[src/rtl/msg_ram_pkg.sv]
// Shared types and word-format helpers for the message RAM scheduler.
// The optional backspace handling is selected with MSG_BACKSPACE_EN.
package msg_ram_pkg;

  localparam int unsigned WORD_W    = 16;
  localparam int unsigned CHAR_W    = 8;
  localparam int unsigned PAD_W     = WORD_W - CHAR_W - 1;
  localparam int unsigned VALID_BIT = 15;

  localparam logic [CHAR_W-1:0] BS_CHAR = 8'h08;

  typedef enum logic [2:0] {
    CLEAR,
    IDLE,
    WRITE,
    RD_ADDR,
    RD_WAIT
  } state_t;

  // One stored RAM word: valid flag, zero padding, character
  typedef struct packed {
    logic             valid;
    logic [PAD_W-1:0] pad;
    logic [CHAR_W-1:0] chr;
  } msg_word_t;

  function automatic logic [WORD_W-1:0] pack_word(input logic [CHAR_W-1:0] chr);
    msg_word_t w;
    w.valid = 1'b1;
    w.pad   = '0;
    w.chr   = chr;
    return WORD_W'(w);
  endfunction

endpackage

[src/rtl/msg_ram_clear.sv]
// Clear-sweep address counter: walks 0..DEPTH-1 while run is high and
// flags the final address so the scheduler can leave CLEAR.
module msg_ram_clear
  import msg_ram_pkg::*;
#(
  parameter int unsigned ADDR_W = 8,
  parameter int unsigned DEPTH  = 256
) (
  input  logic              sysclk,
  input  logic              reset,
  input  logic              start,
  input  logic              run,
  output logic [ADDR_W-1:0] addr,
  output logic              done_c
);

  localparam logic [ADDR_W-1:0] LAST_ADDR = ADDR_W'(DEPTH - 1);

  assign done_c = run && (addr == LAST_ADDR);

  always_ff @(posedge sysclk) begin
    if (reset || start) begin
      addr <= '0;
    end else if (run) begin
      addr <= done_c ? '0 : addr + ADDR_W'(1);
    end
  end

endmodule

[src/rtl/msg_ram_sched.sv]
// Owns the single-port message RAM and arbitrates clear sweep, receiver
// writes and playback reads. Backspace deletion enabled by MSG_BACKSPACE_EN.
module msg_ram_sched
  import msg_ram_pkg::*;
#(
  parameter int unsigned ADDR_W    = 8,
  parameter int unsigned DEPTH     = 256,
  parameter int unsigned MAX_CHARS = 160
) (
  input  logic              sysclk,
  input  logic              reset,
  input  logic              clr_req,
  input  logic              wr_req,
  input  logic [7:0]        wr_data,
  output logic              wr_ack,
  output logic              wr_drop,
  input  logic              rd_req,
  input  logic              rd_restart,
  output logic              rd_ack,
  output logic [7:0]        rd_data,
  output logic              rd_end,
  output logic [ADDR_W-1:0] count,
  output logic              full,
  output logic              busy,
  output logic              ram_write,
  output logic [ADDR_W-1:0] ram_addr,
  output logic [15:0]       ram_din,
  input  logic [15:0]       ram_dout
);

  localparam logic [ADDR_W-1:0] MAX_C = ADDR_W'(MAX_CHARS);
  localparam logic [ADDR_W-1:0] ONE   = ADDR_W'(1);

  state_t state, state_d;

  logic [ADDR_W-1:0] rd_ptr, rd_ptr_d;
  logic [ADDR_W-1:0] count_d;
  logic              ram_write_d;
  logic [ADDR_W-1:0] ram_addr_d;
  logic [15:0]       ram_din_d;
  logic              wr_ack_d, wr_drop_d;
  logic              rd_ack_d, rd_end_d;
  logic [7:0]        rd_data_d;

  logic              clr_start_c, clr_run_c, clr_done_c;
  logic [ADDR_W-1:0] clr_addr;
  logic              is_bs_c;
  logic              unused_dout_c;

`ifdef MSG_BACKSPACE_EN
  assign is_bs_c = (wr_data == BS_CHAR);
`else
  assign is_bs_c = 1'b0;
`endif

  assign unused_dout_c = ^ram_dout[14:8];

  msg_ram_clear #(
    .ADDR_W (ADDR_W),
    .DEPTH  (DEPTH)
  ) u_clear (
    .sysclk (sysclk),
    .reset  (reset),
    .start  (clr_start_c),
    .run    (clr_run_c),
    .addr   (clr_addr),
    .done_c (clr_done_c)
  );

  // Next state and next registered outputs
  always_comb begin
    state_d     = state;
    count_d     = count;
    rd_ptr_d    = rd_ptr;
    ram_write_d = 1'b0;
    ram_addr_d  = ram_addr;
    ram_din_d   = ram_din;
    wr_ack_d    = 1'b0;
    wr_drop_d   = 1'b0;
    rd_ack_d    = 1'b0;
    rd_data_d   = rd_data;
    rd_end_d    = rd_end;
    clr_start_c = 1'b0;
    clr_run_c   = 1'b0;

    case (state)
      CLEAR: begin
        clr_run_c   = 1'b1;
        ram_write_d = 1'b1;
        ram_addr_d  = clr_addr;
        ram_din_d   = '0;
        if (clr_done_c) begin
          count_d  = '0;
          rd_ptr_d = '0;
          state_d  = IDLE;
        end
      end

      IDLE: begin
        if (rd_restart) begin
          rd_ptr_d = '0;
        end
        if (clr_req) begin
          clr_start_c = 1'b1;
          state_d     = CLEAR;
        end else if (wr_req) begin
          state_d = WRITE;
        end else if (rd_req) begin
          // Address issued on grant so read data lands in RD_WAIT
          ram_addr_d = rd_ptr_d;
          state_d    = RD_ADDR;
        end
      end

      WRITE: begin
        wr_ack_d = 1'b1;
        state_d  = IDLE;
        if (is_bs_c) begin
          if (count != '0) begin
            ram_write_d = 1'b1;
            ram_addr_d  = count - ONE;
            ram_din_d   = '0;
            count_d     = count - ONE;
            if (rd_ptr > count_d) begin
              rd_ptr_d = count_d;
            end
          end else begin
            wr_drop_d = 1'b1;
          end
        end else if (count < MAX_C) begin
          ram_write_d = 1'b1;
          ram_addr_d  = count;
          ram_din_d   = pack_word(wr_data);
          count_d     = count + ONE;
        end else begin
          wr_drop_d = 1'b1;
        end
      end

      RD_ADDR: begin
        ram_addr_d = rd_ptr;
        state_d    = RD_WAIT;
      end

      RD_WAIT: begin
        rd_ack_d = 1'b1;
        state_d  = IDLE;
        if (ram_dout[VALID_BIT] && (rd_ptr < count)) begin
          rd_data_d = ram_dout[7:0];
          rd_end_d  = 1'b0;
          rd_ptr_d  = rd_ptr + ONE;
        end else begin
          rd_data_d = '0;
          rd_end_d  = 1'b1;
        end
      end

      default: begin
        state_d = CLEAR;
      end
    endcase
  end

  always_ff @(posedge sysclk) begin
    if (reset) begin
      state     <= CLEAR;
      count     <= '0;
      rd_ptr    <= '0;
      ram_write <= 1'b0;
      ram_addr  <= '0;
      ram_din   <= '0;
      wr_ack    <= 1'b0;
      wr_drop   <= 1'b0;
      rd_ack    <= 1'b0;
      rd_data   <= '0;
      rd_end    <= 1'b0;
      full      <= 1'b0;
      busy      <= 1'b1;
    end else begin
      state     <= state_d;
      count     <= count_d;
      rd_ptr    <= rd_ptr_d;
      ram_write <= ram_write_d;
      ram_addr  <= ram_addr_d;
      ram_din   <= ram_din_d;
      wr_ack    <= wr_ack_d;
      wr_drop   <= wr_drop_d;
      rd_ack    <= rd_ack_d;
      rd_data   <= rd_data_d;
      rd_end    <= rd_end_d;
      full      <= (count_d == MAX_C);
      busy      <= (state_d != IDLE);
    end
  end

endmodule

[config.mk]
export PLATFORM = sky130hd
export DESIGN_NAME = msg_ram_sched
export DESIGN_NICKNAME = d
export VERILOG_FILES = /design/src/rtl/msg_ram_pkg.sv /design/src/rtl/msg_ram_clear.sv /design/src/rtl/msg_ram_sched.sv
export SDC_FILE = /design/constraint.sdc
export NUM_CORES = 1
export LEC_CHECK = 0
export BUFFER_PORTS_ARGS = -buffer_cell sky130_fd_sc_hd__buf_2
export CORE_UTILIZATION = 53
export DETAILED_ROUTE_END_ITERATION = 16
export PLACE_DENSITY = 0.86
export SLEW_MARGIN = 25
export SYNTH_ARGS = -nofsm -noshare
export SYNTH_HDL_FRONTEND = slang
export SYNTH_SLANG_ARGS = --single-unit
[constraint.sdc]
create_clock -name sysclk -period 3.25 [get_ports sysclk]
set_input_delay 0.65 -clock sysclk [delete_from_list [all_inputs] [get_ports sysclk]]
set_output_delay 0.65 -clock sysclk [all_outputs]
set_load 0.02 [all_outputs]
==> results.yml, run 1 <==
route:
  first_pass_iters: 5
  via_count: 3016
  drc: 0
  wirelength_um: 7740
  vias_per_cell: 5.96
  ant_nets: 0
  wl_per_cell_um: 15.3
  drt_iter0_markers: 255
synth:
  synth_area_leaders: "dfxtp_1 40%, nor2_1 6.5%, a21oi_1 5.5%"
  yosys-top-cells-count: "59 x dfxtp_1, 52 x nor2_1, 35 x nand2_1"
  yosysSeqAreaShare: 0.396
  synth_top_flop_cell: "dfxtp_1"
  synth_area_leader_cell: "dfxtp_1"
  synth.avg_cell_area_um2: 7.97
  synth_top_area_frac: 0.396
  async_flop_share: 0
  synth_most_common_cell: "dfxtp_1"
  synthCells: 374
  synth_edf_count: 0
  ys_ff_latch: 59
  netlist_area_mm2: 0.00298
  synth_cell_type_count: 55
  yosys_warnings: 0
cts:
  cts_buffer_depth: 2
  cts.repair.resized: 0
  cts_hold_buffers: 0
  cts_buffers: 9
  clk_latency_ns: 0.35
  post_cts_buffers: 0
  cts_htree_levels: 3
  clkTransAtPathRegs_ns: 0.07
  clock-root-buffer: "clkbuf_8"
  cts_tree: "yes"
  clock_sinks: 59
die:
  dieArea_mm2: 0.00593
  top_level_ports: 77
  start_util: 0.566
  die_h_um: 77.0
  fp-row-count: 26
  die_w_um: 77.0
  core_mm2: 0.00527
grt:
  gr-usage-met3: 0.0750
  gr-usage-met2: 0.440
  grt_usage: 0.272
  grt_pass1_vias: 2687
  grt_pass1_wl_um: 12600
  grt_overflow_total: 0
  met1_usage: 0.339
  busiest_layer: "met2"
  grt_max_degree: 28
  antenna_found_initial: 0
final_layout:
  syn2layout_area_growth_pct: 17.0
  fin_util: 0.662
  fin_area_mm2: 0.00349
  nets: 471
  final_cells: 506
  n_antenna_cell: 0
  layout-drive-gt1-share: 0.209
worst_hold_path:
  hold_path_class: "flip-flop to flip-flop"
  hold_path_startpoint: "ram_addr[1]"
timing:
  finalCritPeriodShare: 0.811
  timing.hold.ws_ns: 0.452
  fin_ws_ns: 0.616
  tightest_slew_ns: 0.894
  hold_viol_final: 0
  worst_clock_skew_ns: 0.00973
  relSlewSlack: 0.404
  final.min_clock_period_ns: 2.63
  slew_viol_final: 0
  rsz0062_at_grt: "no"
  finalSetupViolations: 0
  fmax_mhz: 380
  finalSetupTns_ns: 0
power_and_ir_drop:
  p_total_mw: 1.40
  power.density_mw_per_mm2: 401
  p_leak_nw: 1.43
  vdd_drop_max_mv: 0.347
placed_design:
  placed_cell_area_mm2: 0.00331
  globalplace.congestion: 0.984
  pre_cts_ws_ns: 0.655
  placed_cells: 490
  io_buffers: 62
  hpwl_um: 5460
critical_path:
  rr_startpoint: "count[1]"
  cp-endpoint: "rd_ptr[7]"
  crit_fanout: 9
  startpoint: "count[1]"
  reg2reg_to: "rd_ptr[7]"
  reg2reg_depth: 8
  crit_path_end_kind: "flip-flop"
  startpoint_type: "flip-flop"
  crit_required_ns: 3.49
  path_class: "flip-flop to flip-flop"
  arrival_ns: 2.87
  rrSetupSlack_ns: 0.62
outcome:
  outcome: "finished clean"
job:
  max_cap_viol_count: 0
## layer usage
| metal | part of all wire | up-vias |
|---|---|---|
| met4 | 0.023 | 0 |
| met3 | 0.092 | 14 |
| met2 | 0.46 | 155 |
| met1 | 0.42 | 1395 |
| met5 | 0 | - |
| li1 | - | 1452 |
## sequential cells by signal, summed over array words and instances, names as in the netlist
signal / count
ram_din: 9
wr_drop: 1
rd_ack: 1
full: 1
ram_write: 1
rd_data: 8
busy: 1
u_clear.addr: 8
rd_ptr: 8
count: 8
wr_ack: 1
rd_end: 1
ram_addr: 8
state: 3
## layout by cell type, fill, tap and decap left out, drive strengths merged, types with 4 or more instances in the layout
cell	Yosys	final
buf	12	70
dfxtp	59	59
nor2	52	52
nand2	35	35
a21oi	33	33
nand3	17	17
o21ai	16	16
inv	14	15
nor3	12	12
ha	10	10
clkbuf	18	10
a22oi	9	9
o221ai	8	8
conb	1	7
o22ai	6	6
nand4	6	6
and3	5	5
clkinv	1	5
o21a	4	4
nor4	4	4
o31a	4	4
a32o	4	4
a31oi	4	4
## layout make-up
| class | count | area (um^2) |
|---|---|---|
| Clock buffer | 10 | 138 |
| Clock inverter | 6 | 40.0 |
| Fill cell | 436 | 1780 |
| Inverter | 15 | 56.3 |
| Multi-Input combinational cell | 276 | 1620 |
| Sequential cell | 59 | 1180 |
| Tap cell | 70 | 87.6 |
| Timing Repair Buffer | 70 | 370 |
## critical path, cell delays in order, from the launching register on
cell and delay (ns):
dfxtp_1 0.51, inv_1 0.13, ha_1 0.31, o211ai_1 0.17, nor2_1 0.07, nor4_1 0.33, o21ba_1 0.37, or3b_1 0.38
a32o_1 0.25
## worst min path at each step
| stage | endpoint | slack, ns | depth (start not counted) |
|---|---|---|---|
| global placement | ram_addr[2] | 0.44 | 2 |
| floorplan | rd_ptr[0] | 0.48 | 1 |
| detailed placement | ram_addr[6] | 0.45 | 2 |
| global route | ram_addr[6] | 0.48 | 2 |
| finish | ram_addr[1] | 0.45 | 2 |
| CTS | ram_addr[6] | 0.46 | 2 |
## power by group
group	total, mW	internal [mW]	switching [mW]
Clock	0.606	0.296	0.310
Sequential	0.733	0.729	0.00468
Combinational	0.0578	0.0202	0.0377
## kinds of logic after synthesis
family	count (synthesis)	share of synthesized area
mux	2	0.00671
buf+inv	45	0.0697
simple gates	148	0.232
other cells	1	0.00126
compound gates	106	0.244
fa+ha+maj	10	0.0420
xor+xnor	3	0.00881
flops	59	0.396
Power figures use the tool's default switching activity.
==> inputs of run 2 (changes only) <==
Settings changed: CORE_UTILIZATION 53 to 48, PLACE_DENSITY 0.86 to 0.82.
Clock period 3.25 ns to 2.2 ns, I/O delays scaled along.
==> run 2 against run 1 <==
Sequential cell count is the same. Sequential power grew 47%. Critical path depth shrank 1. Final area grew 7.5%. Setup slack lost 0.52 ns. Clock-buffer cell count grew 1. First-iteration DRC count shrank 22%. Critical path type unchanged. Critical endpoint unchanged. Largest cell class unchanged.
==> results.yml, run 2 (synthesis results as in run 1) <==
cts:
  clkTransAtPathRegs_ns: 0.06
  clock-root-buffer: "clkbuf_8"
  cts_tree: "yes"
  cts.repair.resized: 0
  cts_hold_buffers: 0
  cts_htree_levels: 3
  clock_sinks: 59
  cts_buffer_depth: 2
  post_cts_buffers: 0
  cts_buffers: 9
  clk_latency_ns: 0.33
die:
  core_mm2: 0.00596
  top_level_ports: 77
  die_w_um: 80.8
  dieArea_mm2: 0.00653
  die_h_um: 80.8
  start_util: 0.501
  fp-row-count: 28
placed_design:
  placed_cells: 522
  io_buffers: 62
  hpwl_um: 6230
  globalplace.congestion: 0.906
critical_path:
  path_cells: "inv_1 > ha_1 > a2111oi_4 > o21ai_1 > o21ba_1 > or3b_1 > a32o_1"
  reg2reg_depth: 7
  startpoint_type: "flip-flop"
  crit_fanout: 2
  rr_startpoint: "count[7]"
  startpoint: "count[7]"
  crit_path_end_kind: "flip-flop"
  crit_required_ns: 2.43
  cp_slowest_stage_delay_ns: 0.34
  slowest_stage: "dfxtp_4"
  arrival_ns: 2.33
  path_class: "flip-flop to flip-flop"
  rrSetupSlack_ns: 0.1
grt:
  grt_max_degree: 26
  grt_usage: 0.270
  grt_pass1_wl_um: 13300
  antenna_found_initial: 0
  grt_pass1_vias: 2844
  grt_overflow_total: 0
power_and_ir_drop:
  vdd_drop_max_mv: 0.519
  pwr-share-seq: 0.499
  p_int_mw: 1.68
  combinationalPowerShare: 0.041
  p_leak_nw: 1.59
  clkPwrFrac: 0.460
  power.density_mw_per_mm2: 578
  p_sw_uw: 484
  swShare: 0.223
route:
  ant_nets: 0
  via_count: 3122
  wl_per_cell_um: 15.4
  drc: 0
  wirelength_um: 8290
  drt_iter0_markers: 198
  first_pass_iters: 5
  vias_per_cell: 5.81
timing:
  worst_clock_skew_ns: 0.00445
  finalCritPeriodShare: 0.957
  hold_viol_final: 0
  tightest_slew_ns: 0.605
  final.min_clock_period_ns: 2.10
  relSlewSlack: 0.594
  fmax_mhz: 475
  slew_viol_final: 0
  finalSetupViolations: 0
  finalSetupTns_ns: 0
  rsz0062_at_grt: "no"
final_layout:
  final_cell_mix: "62 x buf_2, 52 x nor2_1, 51 x dfxtp_1, 35 x nand2_1, 35 x buf_4"
  nets: 498
  final_cells: 537
  syn2layout_area_growth_pct: 25.8
  layout_commonest_cell: "buf_2"
  layout-drive-gt1-share: 0.273
  top_register: "ram_din"
  n_antenna_cell: 0
  largest_reg_flops: 9
  fin_util: 0.630
  num-fill-cells: 543
worst_hold_path:
  hold_path_startpoint: "clr_req"
  hold_path_class: "input pin to flip-flop"
  hold-path-cell-count: 2
job:
  max_cap_viol_count: 0
outcome:
  outcome: "finished clean"
==> run 2: cell types whose count changed in the layout (fill, tap and decap cells not counted), moves of 2 or more <==
cell      change
buf_4        +27
dfxtp_1       -8
dfxtp_2       +6
clkinv_2      -2
dfxtp_4       +2
==> run 2: layout make-up <==
cell class	instances	area, um^2	area share
clock inverter	4	48.8	0.0130
clock buffer	11	151	0.0404
tap	75	93.8	0.0250
inverter	15	56.3	0.0150
multi-input combinational	276	1630	0.435
timing repair buffer	97	573	0.153
sequential	59	1200	0.319
==> run 2: path summary, 6_finish.rpt <==
| kind | end |
|---|---|
| min reg2reg | ram_addr[0] |
| max | rd_ptr[7] |
| min | state[1] |
| max reg2reg | rd_ptr[7] |
==> run 2: through the flow <==
| step | power, mW | hold WS [ns] | instance area (um^2) | worst slack (ns) |
|---|---|---|---|---|
| 2_1_floorplan | 1.16 | 0.477 | 3040 | 0.00328 |
| 3_3_place_gp | 1.19 | 0.439 | 3540 | 0.163 |
| 3_5_place_dp | 1.19 | 0.444 | 3540 | 0.106 |
| 4_1_cts | 2.18 | 0.304 | 3740 | 0.0939 |
| 5_1_grt | 2.24 | 0.335 | 3750 | 0.00235 |
| 6_report | 2.17 | 0.322 | 3750 | 0.0954 |
==> run 2: layer usage <==
metal | part of all wire | global-route usage | vias to the layer above
met5 | 0 | 0 | -
met4 | 0.020 | 0.109 | 0
met3 | 0.080 | 0.0730 | 17
met2 | 0.46 | 0.422 | 145
met1 | 0.44 | 0.352 | 1448
li1 | - | - | 1512
==> run 2: power by group through the flow <==
stage               clock [mW]  combinational (mW)  sequential (mW)
floorplan                    0              0.0551             1.11
global placement             0              0.0854             1.10
detailed placement           0              0.0872             1.11
CTS                       1.01              0.0876             1.08
global route              1.06              0.0964             1.08
finish                   0.996              0.0881             1.08
==> run 2: critical path: cells and delay by family, from the launching register on <==
| family | cells | cell delay (ns) |
|---|---|---|
| simple gates | 1 | 0.34 |
| fa+ha+maj | 1 | 0.34 |
| flops | 1 | 0.34 |
| compound gates | 4 | 0.90 |
| buf+inv | 1 | 0.06 |
